## config.mk

```make
export PLATFORM = sky130hd
export DESIGN_NAME = axis_crc32_check
export DESIGN_NICKNAME = d
export VERILOG_FILES = /design/src/rtl/axis_crc32_check.sv
export SDC_FILE = /design/constraint.sdc
export NUM_CORES = 1
export LEC_CHECK = 0
export BUFFER_PORTS_ARGS = -buffer_cell sky130_fd_sc_hd__buf_2
export CAP_MARGIN = 20
export CORE_MARGIN = 2
export CORE_UTILIZATION = 50
export DETAILED_ROUTE_END_ITERATION = 6
export PLACE_DENSITY_LB_ADDON = 0.2
export SYNTH_ARGS = -nofsm -noshare
export SYNTH_HDL_FRONTEND = slang
export SYNTH_SLANG_ARGS = --single-unit
```

## constraint.sdc

```tcl
create_clock -name clk -period 2.9 [get_ports clk]
set_clock_uncertainty 0.15 [all_clocks]
set_input_delay 0.29 -clock clk [delete_from_list [all_inputs] [get_ports clk]]
set_output_delay 0.29 -clock clk [all_outputs]
set_load 0.1 [all_outputs]
```

## src/rtl/axis_crc32_check.sv

```systemverilog
// Receive-side CRC-32 checker for an 8-bit AXI-stream frame ending in a 4-byte LSB-first FCS.
// Strips the FCS and tags the final payload beat bad on CRC mismatch or upstream error.

module lfsr #(
  parameter int          LFSR_WIDTH = 32,
  parameter logic [31:0] LFSR_POLY  = 32'h04c11db7,
  parameter bit          REVERSE    = 1'b1,
  parameter int          DATA_WIDTH = 8
) (
  input  logic [DATA_WIDTH-1:0] data_in,
  input  logic [LFSR_WIDTH-1:0] state_in,
  output logic [LFSR_WIDTH-1:0] state_out
);

  logic [LFSR_WIDTH-1:0] poly_fwd;
  logic [LFSR_WIDTH-1:0] poly_rev;

  assign poly_fwd = LFSR_POLY[LFSR_WIDTH-1:0];

  generate
    for (genvar gi = 0; gi < LFSR_WIDTH; gi++) begin : g_poly_rev
      assign poly_rev[gi] = poly_fwd[LFSR_WIDTH-1-gi];
    end
  endgenerate

  // Galois form, one data bit per step; reflected mode shifts right and eats bits LSB first.
  always_comb begin
    logic [LFSR_WIDTH-1:0] s;
    logic                  fb;
    s  = state_in;
    fb = 1'b0;
    for (int i = 0; i < DATA_WIDTH; i++) begin
      if (REVERSE) begin
        fb = s[0] ^ data_in[i];
        s  = s >> 1;
        if (fb) s = s ^ poly_rev;
      end else begin
        fb = s[LFSR_WIDTH-1] ^ data_in[DATA_WIDTH-1-i];
        s  = s << 1;
        if (fb) s = s ^ poly_fwd;
      end
    end
    state_out = s;
  end

endmodule

module axis_crc32_check #(
  parameter logic [31:0] LFSR_POLY   = 32'h04c11db7,
  parameter logic [31:0] CRC_INIT    = 32'hffffffff,
  parameter logic [31:0] CRC_RESIDUE = 32'hdebb20e3
) (
  input  logic       clk,
  input  logic       rst,
  input  logic [7:0] s_axis_tdata,
  input  logic       s_axis_tvalid,
  output logic       s_axis_tready,
  input  logic       s_axis_tlast,
  input  logic       s_axis_tuser,
  output logic [7:0] m_axis_tdata,
  output logic       m_axis_tvalid,
  input  logic       m_axis_tready,
  output logic       m_axis_tlast,
  output logic       m_axis_tuser,
  output logic       status_good,
  output logic       status_bad,
  output logic       status_short
);

  logic [31:0] crc_reg;
  logic [31:0] crc_next;
  logic [31:0] hold_reg;
  logic [2:0]  count_reg;
  logic        err_reg;
  logic [7:0]  data_reg;
  logic        valid_reg;
  logic        last_reg;
  logic        user_reg;
  logic        good_reg;
  logic        bad_reg;
  logic        short_reg;
  logic        accept;
  logic        frame_bad;

  lfsr #(
    .LFSR_WIDTH(32),
    .LFSR_POLY (LFSR_POLY),
    .REVERSE   (1'b1),
    .DATA_WIDTH(8)
  ) crc_lfsr (
    .data_in  (s_axis_tdata),
    .state_in (crc_reg),
    .state_out(crc_next)
  );

  assign s_axis_tready = !rst && (!valid_reg || m_axis_tready);
  assign accept        = s_axis_tvalid && s_axis_tready;
  assign frame_bad     = (crc_next != CRC_RESIDUE) | err_reg | s_axis_tuser;

  assign m_axis_tdata  = data_reg;
  assign m_axis_tvalid = valid_reg;
  assign m_axis_tlast  = last_reg;
  assign m_axis_tuser  = user_reg;
  assign status_good   = good_reg;
  assign status_bad    = bad_reg;
  assign status_short  = short_reg;

  // The four most recent bytes are held back because they may turn out to be the FCS.
  always_ff @(posedge clk) begin
    if (rst) begin
      crc_reg   <= CRC_INIT;
      hold_reg  <= 32'd0;
      count_reg <= 3'd0;
      err_reg   <= 1'b0;
      data_reg  <= 8'd0;
      valid_reg <= 1'b0;
      last_reg  <= 1'b0;
      user_reg  <= 1'b0;
      good_reg  <= 1'b0;
      bad_reg   <= 1'b0;
      short_reg <= 1'b0;
    end else begin
      good_reg  <= 1'b0;
      bad_reg   <= 1'b0;
      short_reg <= 1'b0;
      if (valid_reg && m_axis_tready) begin
        valid_reg <= 1'b0;
      end
      if (accept) begin
        if (!s_axis_tlast) begin
          crc_reg  <= crc_next;
          err_reg  <= err_reg | s_axis_tuser;
          hold_reg <= {hold_reg[23:0], s_axis_tdata};
          if (count_reg == 3'd4) begin
            data_reg  <= hold_reg[31:24];
            valid_reg <= 1'b1;
            last_reg  <= 1'b0;
            user_reg  <= 1'b0;
          end else begin
            count_reg <= count_reg + 3'd1;
          end
        end else begin
          crc_reg   <= CRC_INIT;
          err_reg   <= 1'b0;
          hold_reg  <= 32'd0;
          count_reg <= 3'd0;
          if (count_reg == 3'd4) begin
            data_reg  <= hold_reg[31:24];
            valid_reg <= 1'b1;
            last_reg  <= 1'b1;
            user_reg  <= frame_bad;
            good_reg  <= !frame_bad;
            bad_reg   <= frame_bad;
          end else begin
            short_reg <= 1'b1;
          end
        end
      end
    end
  end

endmodule

```

### After elaboration in Yosys (flattened, before gate mapping)

Cells that the tools add are included.

| operators by class | value |
|---|---|
| muxes and demuxes | 22 |
| bitwise operators | 22 |
| add/sub/neg operators | 1 |
| reduce and logical (&&, ||, !) cells | 11 |
| equality and inequality tests | 3 |

Operators by type and width:

| kind | count |
|---|---|
| 32-bit 2-to-1 mux | 10 |
| 13-bit NOT with 14-bit output | 8 |
| 32-bit != test, second input constant | 1 |
| 1-bit 2-to-1 mux | 10 |
| 1-bit XOR | 8 |
| 3-bit 2-to-1 mux | 2 |
| 2-bit AND reduction | 2 |
| 4-bit OR reduction | 1 |
| 3-bit by 1-bit adder with 3-bit output, second input constant | 1 |
| 3-bit equality test, second input constant | 1 |
| 1-bit logical AND | 3 |
| 1-bit zero test | 3 |
| 1-bit NOT | 3 |
| 1-bit OR | 3 |
| 3-bit OR reduction | 1 |
| 2-bit != test, second input constant | 1 |
| 1-bit logical OR | 1 |

| word-level totals | value |
|---|---|
| register bits after elaboration | 82 |
| input port bits | 14 |
| output and inout port bits | 15 |
| word-level logic and storage cells | 70 |

### Longest topological paths before layout

| depth | value |
|---|---|
| depth in word-level cells | 21 |
| depth in mapped cells | 10 |
| gate-level depth less buffers | 10 |

### By module

A second synthesis with hierarchy kept.

| second synthesis, totals | value |
|---|---|
| cell total of the unflattened synthesis | 445 |
| area total of the unflattened synthesis | 3952.5 µm² |

Modules (own cells, without submodules):

| module | times used | area each (µm²) | sequential area each (µm²) | cells an instance |
|---|---|---|---|---|
| axis_crc32_check | 1 | 3183.1 | 1641.6 | 375 |
| lfsr | 1 | 769.5 | 0.0 | 70 |

### Worst setup path after synthesis

OpenSTA, ideal clock, no wires.

| timing path | value |
|---|---|
| path kind | flip-flop to flip-flop |
| start | register valid_reg, in the netlist m_axis_tvalid |
| end | register crc_reg[12] |
| clock period less this slack | 2.956 ns |
| cell stages (with the launch flop) | 8 |
| data required time | 2.628 ns |
| path buffers | 2 |
| arrival | 2.684 ns |
| slack | -0.056 ns |
| setup time | 0.122 ns |
| cells stage by stage | dfxtp_1 -> nand2b_1 -> and2_1 -> nand2_1 -> clkbuf_1 -> nand2_1 -> clkbuf_1 -> o32a_1 |

| between the ends | value |
|---|---|
| cells in the longest elaborated chain, start to end | 4 |

RTL lines:

| what | line | text |
|---|---|---|
| start: declaration | 76 | `logic valid_reg;` |
| start signal: assignment | 116 | `valid_reg <= 1'b0;` |
| start signal: assignment | 127 | `valid_reg <= 1'b0;` |
| start signal: assignment | 136 | `valid_reg <= 1'b1;` |
| 1-bit zero test | 96 | `assign s_axis_tready = !rst && (!valid_reg \|\| m_axis_tready);` |
| 1-bit logical OR | 96 |  |
| 1-bit logical AND | 96 |  |
| net s_axis_tready | 57 | `output logic s_axis_tready,` |
| 1-bit logical AND | 97 | `assign accept = s_axis_tvalid && s_axis_tready;` |
| end signal: assignment | 131 | `crc_reg <= crc_next;` |
| end: declaration | 70 | `logic [31:0] crc_reg;` |

The timed path passes the listed nets, and every way through them passes these cells.
A chain may end at the register's enable or synchronous reset.

### Worst setup path in the final report

| timing path | value |
|---|---|
| start | register crc_reg[1] |
| end | register user_reg, in the netlist m_axis_tuser |

| between the ends | value |
|---|---|
| cells in the longest elaborated chain, start to end | 18 |
| elaborated cells between the ends (all ways) | 21 |
| classes of those cells | eq/ne (1); mux (10); bitwise (10) |

RTL lines:

| what | line | text |
|---|---|---|
| 32-bit 2-to-1 mux (*) | 36 | `if (fb) s = s ^ poly_rev;` |
| 1-bit XOR (*) | 34 | `fb = s[0] ^ data_in[i];` |
| 32-bit 2-to-1 mux (*) | 36 |  |
| 13-bit NOT with 14-bit output (no source line) / 32-bit 2-to-1 mux (equally long branches) | n/a |  |
| 32-bit 2-to-1 mux (*) (2 in series) | 36 |  |
| 13-bit NOT with 14-bit output (no source line) / 32-bit 2-to-1 mux (equally long branches) | n/a |  |
| 32-bit 2-to-1 mux (*) | 36 |  |
| 13-bit NOT with 14-bit output (no source line) / 32-bit 2-to-1 mux (equally long branches) | n/a |  |
| 32-bit 2-to-1 mux (*) | 36 |  |
| 13-bit NOT with 14-bit output (no source line) / 32-bit 2-to-1 mux (equally long branches) | n/a |  |
| 32-bit 2-to-1 mux (*) (2 in series) | 36 |  |
| 32-bit != test (*) | 98 | `assign frame_bad = (crc_next != CRC_RESIDUE) \| err_reg \| s_axis_tuser;` |
| 1-bit OR (*) (2 in series) | 98 |  |
| 1-bit 2-to-1 mux (*) | 147 | `if (count_reg == 3'd4) begin` |
| 1-bit 2-to-1 mux (*) | 130 | `if (!s_axis_tlast) begin` |
| end signal: assignment | 151 | `user_reg <= frame_bad;` |
| end: declaration | 78 | `logic user_reg;` |

Every way passes the cells marked *; elsewhere a longest branch is shown, timed or not. The select of a mux whose other input is x is not followed.

==> results <==
- The floorplan step set the die width to 93.70 µm.
- 0 antenna diodes ended up in the layout.
- The fraction of the mapped netlist area in simple logic gates is 20.28%.
- The leading cell type in the layout, fill and taps excluded is dfxtp_1.
- The largest net degree at the start of global routing is 47.
- Summing the areas of all fa, ha and maj instances in the mapped netlist gives 0.9331% of the synthesized area.
- The portion of the clock cycle consumed by the worst path in the final layout is 92.00%.
- The worst setup path is captured at a flip-flop.
- The library cells used most frequently in the layout, excluding fill and tap cells, are dfxtp_1, a21oi_1, nand2_1.
- The number of hold buffers added after CTS was 0.
- At the worst endpoint, the arrival time is 2750 ps.
- The global route total overflow is 0.
- The design draws 3.841 mW.
- At the end of routability-driven placement, the weighted congestion stood at 0.8812.
- The total half-perimeter wirelength after legalization and detailed placement is 5836 µm.
- After synthesis, the cell types taking the most area are dfxtp_1, a21oi_1, xnor2_1, nand3b_1, nand2_1.
- The total iterations of the first detailed-routing run is 4.
- For this design the total switching power over the nets is 1.434 mW.
- The floorplan step defined a die boundary enclosing 0.008779 mm².
- The clock reaches the later pin of the worst-skew pair after 350 ps.
- The total via count after detailed routing is 3,025.
- The count of different cell masters after synthesis is 47.
- The relative contribution of sequential cells to total power is 35.1%.
- The initial utilization of the core area, before any placement, comes to 51.79%.
- The number of levels in the clock H-tree is 3.
- The total detailed-routing wirelength is 8415 µm.
- Hold timing on the final database bottoms out at a slack of 72.34 ps.
- After synthesis the netlist holds a flip-flop and latch count of 82.
- The combinational fraction of design power is 44.4%.
- Counting the buffers created by CTS gives 9.
- The number of antenna violations at the first check in global routing is 0.
- For this design, the sink count on the clock tree is 82.
- The worst slew margin relative to its limit is 51.50%.
- The critical path class is flip-flop to flip-flop.
- Clock tree synthesis selected as its root buffer the cell clkbuf_8.
- The count of pins over their slew limit is 0.
- The share of total power dissipated in the clock network is 20.6%.
- The biggest area contributor in the post-synthesis netlist is dfxtp_1.
- Summing the areas of all compound-gate instances in the mapped netlist gives 12.22% of the synthesized area.
- The total I/O pin count is 29.
- The residual antenna-violating net count after detailed routing is 0.
- STA classifies the critical path startpoint as a flip-flop.
- The average wire length per cell after detail routing is 14.46 µm.
- The flow ran to the end, and the final reports show no timing, DRC or antenna violations.
- The share of synthesized area occupied by flip-flops and latches is 40.81%.
- The clock tree from TritonCTS is done.
- The maximum vdd drop is 0.4918 mV.
- The chip height is 93.70 µm.
- Data on the critical path is required at its endpoint by 2980 ps.
- Buffers placed on the I/O ports in this run total 28.
- The cell area power density is 849.1 mW/mm².
- After synthesis, the share of cell area in mux cells is 1.524%.
- Counting the fill cells in the layout gives 745.
- Cells fill 58.23% of the core in the end.
- The ratio of routed vias to standard cells is 5.198.
- The number of global-route vias before repair is 2,887.
- The first global-routing pass estimated 14,440 µm of wire.
- For the pin with the worst max-slew slack, the measured transition is 722.3 ps.
- Across all register-to-register paths, the minimum setup slack is 230 ps.
- The count of mapped cells out of synthesis is 445.
- After the flow finishes, the layout carries non-filler instances totaling 582.
- The hold violation count in the final report is 0.
- No sink is reached through more buffers than the 2 on the longest clock path.
- The mapped netlist covers 0.004023 mm².
- The summed negative setup slack over all endpoints is 0 ps.
- Timing would allow up to 0.3748 GHz.
- After clock tree synthesis, the clock-pin slew on the worst setup and hold paths is 90 ps.
- Setup violations remaining at the end of the flow were counted as 0.
- Setup repair after global routing left no endpoint under its margin.
- In this run the static leakage power is 1.705 nW.
- The setup fix buffers added after clock tree synthesis is 0.
- In this run switching power makes up 37.34% of total power.
- Synthesis produced a netlist with a net count of 462.
- The share of the synthesized netlist area taken by xor and xnor gates is 21.37%.
- The post-layout net count is 492.
- The type of the worst min-delay path is input pin to flip-flop.
- Of the cells placed in the final design, the portion with a size suffix greater than 1 is 16.88%.
- The average instance in the mapped netlist occupies 9.040 µm².
- The combinational family with the most area after synthesis is XOR/XNOR gates.
- In the routed design, unresolved DRC markers number 0.
- The Yosys step of the flow raised 0 warnings.
- After floorplanning, the core was sized to cover 0.007767 mm².
- Along the worst path, the maximum fanout reaches 4.
- The initial detailed-routing violation count is 160.
- The tool flagged a number of max-cap violations equal to 0.
- Once placement completed, the tool counted placed cells totaling 566.
- The proportion of netlist area held by the largest area contributor is 40.81%.
- The combined global-route utilization of all metal layers is 20.93%.
- The time the final worst path needs with I/O delays and setup is 2668 ps.
- The layout overhead on the synthesized area is 12.44%.
- The internal power component is 2.407 mW.
- In this run the core area contains 32 standard-cell rows.
[final timing paths]
kind	endpoint	cells after the start	from
max	m_axis_tuser$_SDFFE_PP0P_	7	crc_reg[1]$_SDFFE_PP1P_
min	hold_reg[5]$_SDFFE_PP0P_	3	s_axis_tdata[5]
max reg2reg	m_axis_tuser$_SDFFE_PP0P_	7	crc_reg[1]$_SDFFE_PP1P_
min reg2reg	m_axis_tlast$_SDFFE_PP0P_	2	m_axis_tlast$_SDFFE_PP0P_
[cell type report]
type,instances,area (µm²),area share [%]
clock buffers,10,137.6,3.043
multi-input cells,334,2292,50.68
flip-flops and latches,82,1644,36.35
well taps,102,127.6,2.822
inverters,5,18.77,0.4149
clock inverters,6,50.05,1.107
repair buffers,43,252.7,5.588
[metal layers]
layer  GRT usage, %  wire, µm  vias to the layer above
li1               -         -                     1571
met1          29.82      4213                     1397
met2          31.55      3777                       47
met3          4.815       303                       10
met4          6.522       121                        0
met5              0         0                        -
[worst max-delay path, cell delays in order (launching register included)]
cell and delay (ps):
dfxtp_1 410, xor2_2 270, xnor3_2 530, xnor3_2 450, mux2i_1 180, o21ai_1 120
nor4_4 320, o21ai_0 110
[cell usage after synthesis (all sizes together)]
| master | count |
|---|---|
| ha | 3 |
| nor4 | 3 |
| nor3 | 3 |
| o211ai | 2 |
| nand4 | 3 |
| and3 | 5 |
| nand2b | 4 |
| a21oi | 74 |
| o21a | 1 |
| xnor3 | 8 |
| nand3 | 4 |
| dfxtp | 82 |
| xnor2 | 45 |
| mux2i | 5 |
| clkbuf | 21 |
| nand4b | 1 |
| and4 | 1 |
| o41ai | 1 |
| nor3b | 1 |
| buf | 2 |
| o32a | 3 |
| inv | 5 |
| a32oi | 1 |
| a31oi | 1 |
| or3 | 1 |
| nor4b | 2 |
| nor2b | 1 |
| o31a | 1 |
| nor2 | 38 |
| xor3 | 1 |
| nand2 | 58 |
| or2 | 2 |
| mux2 | 1 |
| dlygate4sd1 | 1 |
| nand3b | 32 |
| xor2 | 20 |
| o21ai | 4 |
| and2 | 2 |
| a211oi | 2 |
[through the flow]
step / worst slack (ps) / area, µm²
floorplan: 247.7 / 4024
global placement: 132.5 / 4310
detailed placement: 4.805 / 4310
CTS: 51.57 / 4498
global route: 32.68 / 4523
finish: 232.0 / 4523
[timing repair]
action,in CTS,in global routing
resized for setup,0,4
endpoints found under the setup margin,0,3
hold endpoints to repair,0,0
[power by group through the flow]
stage	Combinational (mW)	Sequential, mW	Clock, mW
after floorplan	1.32	1.34	0
after global placement	1.65	1.37	0
after detailed placement	1.68	1.37	0
after CTS	1.69	1.35	0.816
after global routing	1.85	1.37	0.864
final	1.70	1.35	0.789
[cell families after synthesis]
| logic type | Yosys count |
|---|---|
| DFF | 82 |
| AOI/OAI and AO/OA | 90 |
| xor gates and xnor gates | 74 |
| buffers and inverters | 29 |
| muxes | 6 |
| adders and majority gates | 3 |
| and+or+nand+nor | 161 |
Note: power is estimated with default switching activity, not from simulation.
